### src/rtl/mul_arbiter.sv
// mul_arbiter: round-robin front end for the shared iterative multiplier.
//
// Two requesters compete for one multiplier. The winner's operands,
// opcode and tag are latched, handed to the multiplier, and the result is
// returned with the tag on the winner's response port. Only one operation
// is outstanding at a time. A flush abandons the current operation. If the
// multiplier already holds that operation, its result is drained and
// dropped.
//
// Ports
//   clk, rst              clock, synchronous active-high reset
//   flush                 single-cycle kill of the accepted/in-flight op
//   reqN_valid/ready      request handshake (ready = accepted this cycle)
//   reqN_a/b/op/tag       request payload, stable while valid && !ready
//   rspN_valid/ready      registered response handshake
//   rspN_result/tag       response payload
//   mul_in_valid/ready    multiplier input handshake
//   mul_a/b/op            latched operands and opcode for the multiplier
//   mul_out_valid/ready   multiplier result handshake
//   mul_out_result        multiplier result
//   busy                  high whenever the sequencer is not idle

package riscv_mul_pkg;
  typedef enum logic [2:0] {
    MUL_NONE = 3'd0,
    MUL      = 3'd1,
    MULH     = 3'd2,
    MULHSU   = 3'd3,
    MULHU    = 3'd4
  } riscv_mul_op_e;
endpackage

module mul_arbiter
  import riscv_mul_pkg::*;
#(
  parameter int TAG_W = 4
) (
  input  logic             clk,
  input  logic             rst,
  input  logic             flush,
  input  logic             req0_valid,
  output logic             req0_ready,
  input  logic [31:0]      req0_a,
  input  logic [31:0]      req0_b,
  input  riscv_mul_op_e    req0_op,
  input  logic [TAG_W-1:0] req0_tag,
  input  logic             req1_valid,
  output logic             req1_ready,
  input  logic [31:0]      req1_a,
  input  logic [31:0]      req1_b,
  input  riscv_mul_op_e    req1_op,
  input  logic [TAG_W-1:0] req1_tag,
  output logic             rsp0_valid,
  input  logic             rsp0_ready,
  output logic [31:0]      rsp0_result,
  output logic [TAG_W-1:0] rsp0_tag,
  output logic             rsp1_valid,
  input  logic             rsp1_ready,
  output logic [31:0]      rsp1_result,
  output logic [TAG_W-1:0] rsp1_tag,
  output logic             mul_in_valid,
  input  logic             mul_in_ready,
  output logic [31:0]      mul_a,
  output logic [31:0]      mul_b,
  output riscv_mul_op_e    mul_op,
  input  logic             mul_out_valid,
  output logic             mul_out_ready,
  input  logic [31:0]      mul_out_result,
  output logic             busy
);

  typedef enum logic [2:0] {
    IDLE  = 3'd0,
    ISSUE = 3'd1,
    WAIT  = 3'd2,
    RESP  = 3'd3,
    DRAIN = 3'd4
  } state_e;

  state_e           state;
  logic             prio;        // requester that wins the next tie
  logic             owner;       // requester of the operation in flight
  logic [TAG_W-1:0] tag_q;
  logic             mul_in_valid_q;

  logic             grant_valid;
  logic             grant;

  // Grant selection: only in IDLE and never during a flush. A tie goes to prio.
  always_comb begin
    grant_valid = 1'b0;
    grant       = 1'b0;
    if (state == IDLE && !flush) begin
      if (req0_valid && req1_valid) begin
        grant_valid = 1'b1;
        grant       = prio;
      end else if (req0_valid) begin
        grant_valid = 1'b1;
        grant       = 1'b0;
      end else if (req1_valid) begin
        grant_valid = 1'b1;
        grant       = 1'b1;
      end else begin
        grant_valid = 1'b0;
        grant       = 1'b0;
      end
    end else begin
      grant_valid = 1'b0;
      grant       = 1'b0;
    end
  end

  assign req0_ready = grant_valid & ~grant;
  assign req1_ready = grant_valid & grant;

  // A flush in ISSUE must keep the handshake from happening in that same cycle.
  assign mul_in_valid = mul_in_valid_q & ~flush;
  assign busy         = (state != IDLE);

  // Sequencer FSM with its registered outputs.
  always_ff @(posedge clk) begin
    if (rst) begin
      state          <= IDLE;
      prio           <= 1'b0;
      owner          <= 1'b0;
      tag_q          <= '0;
      mul_a          <= 32'd0;
      mul_b          <= 32'd0;
      mul_op         <= MUL_NONE;
      mul_in_valid_q <= 1'b0;
      mul_out_ready  <= 1'b0;
      rsp0_valid     <= 1'b0;
      rsp0_result    <= 32'd0;
      rsp0_tag       <= '0;
      rsp1_valid     <= 1'b0;
      rsp1_result    <= 32'd0;
      rsp1_tag       <= '0;
    end else begin
      case (state)
        IDLE: begin
          if (grant_valid) begin
            owner          <= grant;
            prio           <= ~grant;
            mul_a          <= grant ? req1_a   : req0_a;
            mul_b          <= grant ? req1_b   : req0_b;
            mul_op         <= grant ? req1_op  : req0_op;
            tag_q          <= grant ? req1_tag : req0_tag;
            mul_in_valid_q <= 1'b1;
            state          <= ISSUE;
          end
        end
        ISSUE: begin
          if (flush) begin
            mul_in_valid_q <= 1'b0;
            state          <= IDLE;
          end else if (mul_in_ready) begin
            mul_in_valid_q <= 1'b0;
            mul_out_ready  <= 1'b1;
            state          <= WAIT;
          end
        end
        WAIT: begin
          if (flush) begin
            // A result that arrives in the flush cycle is consumed here and
            // dropped, so there is nothing left to drain.
            if (mul_out_valid) begin
              mul_out_ready <= 1'b0;
              state         <= IDLE;
            end else begin
              state         <= DRAIN;
            end
          end else if (mul_out_valid) begin
            mul_out_ready <= 1'b0;
            if (owner) begin
              rsp1_valid  <= 1'b1;
              rsp1_result <= mul_out_result;
              rsp1_tag    <= tag_q;
            end else begin
              rsp0_valid  <= 1'b1;
              rsp0_result <= mul_out_result;
              rsp0_tag    <= tag_q;
            end
            state <= RESP;
          end
        end
        RESP: begin
          if (flush || (owner ? rsp1_ready : rsp0_ready)) begin
            rsp0_valid <= 1'b0;
            rsp1_valid <= 1'b0;
            state      <= IDLE;
          end
        end
        DRAIN: begin
          if (mul_out_valid) begin
            mul_out_ready <= 1'b0;
            state         <= IDLE;
          end
        end
        default: begin
          mul_in_valid_q <= 1'b0;
          mul_out_ready  <= 1'b0;
          rsp0_valid     <= 1'b0;
          rsp1_valid     <= 1'b0;
          state          <= IDLE;
        end
      endcase
    end
  end

endmodule

### config.mk
export PLATFORM = sky130hd
export DESIGN_NAME = mul_arbiter
export DESIGN_NICKNAME = d
export VERILOG_FILES = /design/src/rtl/mul_arbiter.sv
export SDC_FILE = /design/constraint.sdc
export NUM_CORES = 1
export LEC_CHECK = 0
export CORE_ASPECT_RATIO = 1.5
export CORE_MARGIN = 2
export CORE_UTILIZATION = 45
export DETAILED_ROUTE_END_ITERATION = 6
export PLACE_DENSITY = 0.86
export SLEW_MARGIN = 10
export SYNTH_ARGS = -nofsm -noshare
export SYNTH_HDL_FRONTEND = slang
export SYNTH_SLANG_ARGS = --single-unit
### constraint.sdc
create_clock -name clk -period 4.04 [get_ports clk]
set_input_delay 0.606 -clock clk [delete_from_list [all_inputs] [get_ports clk]]
set_output_delay 0.606 -clock clk [all_outputs]
set_load 0.05 [all_outputs]
**Word-level counts from Yosys, hierarchy flattened**

Cells that the tools add are included.

- Eq/ne operators: 16
- Muxes and demuxes: 38
- Bitwise operators: 9
- Reduce and logical (&&, ||, !) cells: 18

Operator list:

| cell | number |
|---|---|
| two-way mux 32 bit | 2 |
| two-way mux 3 bit | 9 |
| two-way mux 1 bit | 21 |
| inequality test 2 bit, second input constant | 9 |
| case mux 3 bit (5 select lines) | 1 |
| AND reduction 5 bit | 3 |
| case mux 1 bit (3 select lines) | 4 |
| AND reduction 4 bit | 3 |
| equality test 3 x 2 -> 1 bit, second input constant | 2 |
| inequality test 3 bit, second input constant | 2 |
| inverter 1 bit | 6 |
| OR reduction 3 bit | 2 |
| two-way mux 4 bit | 1 |
| OR reduction 2 bit | 2 |
| AND 1 bit | 3 |
| equality test 3 x 1 -> 1 bit, second input constant | 1 |
| equality test 3 bit, second input constant | 1 |
| zero test 3 bit | 1 |
| AND reduction 3 bit | 1 |
| nonzero test 3 bit | 1 |
| logical AND 1 bit | 2 |
| inequality test 2 x 1 -> 1 bit, second input constant | 1 |
| AND reduction 2 bit | 1 |
| zero test 1 bit | 1 |
| logical OR 1 bit | 1 |

- Register bits: 152
- Bits of input ports: 183
- Output and inout bits: 146
- Word-level logic and storage cells: 96

**Logic depth before layout (Yosys ltp)**

- Word-level depth: 6
- Mapped depth: 7

**Worst setup path before layout**

OpenSTA, ideal clock, no wires.

- Path kind: input to output
- Start: in flush
- End: out req0_ready
- Data arrival time: 2.600 ns
- Required time: 3.434 ns
- Slack: 0.834 ns
- Cell stages on the path: 5
- Buffers on the path: 3
- Cell sequence: buf_2 or4_4 buf_6 clkbuf_1 nor3_1

- Cells in the longest elaborated chain, start to end: 5
- Elaborated cells on any way between the ends: 6
- Classes of those cells: mux: 2; bitwise: 2; reduce/logical: 2

RTL lines:

| what | line | source |
|---|---|---|
| start: declaration | 40 | `input logic flush,` |
| zero test 1 bit * | 93 | `if (state == IDLE && !flush) begin` |
| logical AND 1 bit * | 93 |  |
| two-way mux 1 bit | 93 |  |
| inverter 1 bit | 113 | `assign req0_ready = grant_valid & ~grant;` |
| AND 1 bit * | 113 |  |
| end: declaration | 42 | `output logic req0_ready,` |

Every way passes the cells marked *; elsewhere a longest branch is shown, timed or not.

**Final worst setup path**

Ends and elaborated chain as after synthesis.

==> flow_summary.toml <==
[synthesis]
netlist_area_um2 = 7190
ys_seq_area_share_pct = 42.3
syn_nets = 954
synth_seq_cells = 152
syn_inst = 771
synth.avg_cell_area_um2 = 9.32
synth_warnings = 0
synthArstFlopShare_pct = 0
synth_ff_type = "dfxtp_1"
synth_cell_types = 40
synth_edf_count = 0

[power]
p_switching_uw = 1230
leakage_uw = 0.00382
sw_frac_of_total_pct = 31.0
p_clk_share_pct = 39.1
ir_drop_v = 0.000257
p_seq_share_pct = 40.2
comb_power_share_pct = 20.7
finalPower_uw = 3950
p_int_uw = 2730
power_density_nw_per_um2 = 360

[global_routing]
grt_pass1_wl_um = 38400
grt_pass1_vias = 7281
grt_overflow = 0
globalRouteTotalUtil_pct = 27.9
grt_max_degree = 144
antenna_found_initial = 0

[timing]
max-slew-margin-rel_pct = 23.6
final.min_clock_period_ns = 3.36
rsz0062_at_grt = "false"
slew_viol_final = 0
fin_crit_sh_pct = 83.3
tightest_slew_ns = 1.15
clock_skew_ns = 0.0206
setup_viol = 0
fmax_ghz = 0.297
fin_tns_setup_ns = 0
final-hold-violation-count = 0

[hold_path]
min_path_type = "reg2reg"

[clock_network]
clkSinkCount = 152
clock_path_buffers = 2
cts_root_buf = "clkbuf_16"
cts_setup_buffers = 0
path_clk_slew_ns = 0.06
cts_buffers = 17
cts_tree = "yes"
clock_latency_ns = 0.42
hold_buffers = 0
h-tree-depth = 4
cts-resized-gates = 0

[place]
dpl.hpwl_um = 16200
port_buffers = 328
place_area_um2 = 10400
dp_cells = 1217
place_congestion = 0.911

[route]
viasPerCell = 5.93
wl_per_cell_um = 19.5
drt_iter0_markers = 433
antenna_left = 0
routed_wl_um = 24300
drc_errors = 0
first_pass_iters = 5
vias = 7412

[setup_path]
r2r-end = "mul_b[11]$_SDFFE_PP0P_"
cp-endpoint = "req0_ready"
r2r_slack_ns = 1.31
crit_type = "in2out"
cp-end-kind = "output port"
rr_startpoint = "state[0]$_SDFFE_PP0P_"
critPathLaunch = "flush"
cp_max_fo = 10
worstSetupStartpointType = "primary input"
crit_required_ns = 3.43
cp.arrival_ns = 2.76
reg2regPathDepth = 5

[die]
start_util_pct = 46.0
core-area_um2 = 15600
io_pins = 329
rows = 56
fp.dieW_um = 107
dieArea_um2 = 17000
dieHeight_um = 159

[final_layout]
drive_gt1_share_pct = 7.55
fill_cells = 1204
diodes = 0
area_delta_synth_final_pct = 52.7
instances_no_fill = 1249
final_area_um2 = 11000
nets = 1216

[flow_run]
cap_viol_max_count = 0

[status]
outcome = "complete, no violations"
## stage by stage
stage	hold slack, ns	utilization (%)	setup slack (ns)
after CTS	0.477	70.2	0.677
final	0.472	70.2	0.676
after floorplan	0.464	-	0.834
after global placement	0.458	66.6	0.695
after detailed placement	0.463	66.6	0.687
after global routing	0.491	70.2	0.599
## routing by layer
metal | wire [um] | global-route usage [%]
met1 | 8940 | 31.8
met2 | 12300 | 47.5
met3 | 2240 | 8.17
met4 | 856 | 12.3
met5 | 0 | 0
## placed cells by master, fill, tap and decap left out, drive strengths merged, types with 14 or more instances in the layout
cell type,n
a21oi,23
a311oi,17
a31oi,54
buf,19
clkbuf,18
clkdlybuf4s50,324
dfxtp,152
inv,14
mux2i,72
nand2b,109
nand4,71
o2111ai,54
o21ai,56
o31ai,17
## cell families after synthesis
logic type / Yosys count / synth area share (%)
AOI/OAI and AO/OA: 227 / 22.3
DFF: 152 / 42.3
buffers and inverters: 106 / 6.44
muxes: 75 / 10.7
and+or+nand+nor: 211 / 18.3
## synthesized netlist by cell type, types with 3 or more instances
cell type | n | area share (%)
a21oi_1 | 23 | 1.6
a311oi_1 | 17 | 2.1
a31oi_1 | 54 | 4.7
buf_2 | 27 | 1.9
buf_6 | 3 | 0.47
clkbuf_1 | 66 | 3.4
dfxtp_1 | 152 | 42
inv_1 | 4 | 0.21
mux2i_1 | 72 | 10
nand2_1 | 3 | 0.16
nand2b_1 | 109 | 9.5
nand3_1 | 4 | 0.28
nand4_1 | 71 | 6.2
nor2_1 | 3 | 0.16
nor2b_1 | 3 | 0.26
nor3_1 | 6 | 0.42
o2111ai_1 | 54 | 6.6
o21ai_0 | 56 | 3.9
o31ai_1 | 3 | 0.31
o31ai_2 | 14 | 2.4
## power groups by stage
stage                     sequential (uW)  combinational (uW)  clock [uW]
after global routing                 1590                 862        1620
after global placement               1620                 805           0
after CTS                            1590                 814        1570
final                                1590                 816        1550
after detailed placement             1620                 811           0
after floorplan                      1790                 289           0
## sequential cells by signal, indices dropped and copies added, names as in the netlist
name	cells
state	3
mul_out_ready	1
rsp0_tag	4
rsp0_result	32
mul_in_valid_q	1
rsp1_tag	4
mul_a	32
owner	1
tag_q	4
mul_b	32
rsp1_valid	1
rsp1_result	32
rsp0_valid	1
mul_op	3
prio	1
## layout make-up
type | count | area (um^2) | area share [%]
clock inverter | 14 | 131 | 1.20
inverter | 6 | 22.5 | 0.205
sequential | 152 | 3040 | 27.7
multi-input combinational | 513 | 3700 | 33.8
tap | 203 | 254 | 2.31
clock buffer | 18 | 439 | 4.00
timing repair buffer | 343 | 3380 | 30.8
## worst min-delay path by stage
stage                                 start                            to  slack [ns]  depth (start not counted)
6_report        rsp1_result[8]$_SDFFE_PP0P_   rsp1_result[8]$_SDFFE_PP0P_        0.47                          2
5_1_grt            rsp0_tag[2]$_SDFFE_PP0P_      rsp0_tag[2]$_SDFFE_PP0P_        0.49                          2
4_1_cts            rsp0_tag[2]$_SDFFE_PP0P_      rsp0_tag[2]$_SDFFE_PP0P_        0.48                          2
3_5_place_dp    rsp0_result[7]$_SDFFE_PP0P_   rsp0_result[7]$_SDFFE_PP0P_        0.46                          2
3_3_place_gp   rsp0_result[15]$_SDFFE_PP0P_  rsp0_result[15]$_SDFFE_PP0P_        0.46                          2
2_1_floorplan         tag_q[0]$_SDFFE_PP0P_         tag_q[0]$_SDFFE_PP0P_        0.46                          2
## worst max-delay path, cell delays in order
cell	delay (ns)
clkdlybuf4s50_1	0.57
or4_4	0.49
nor3_1	0.20
clkdlybuf4s50_1	0.89
(Power assumes the default switching activity.)
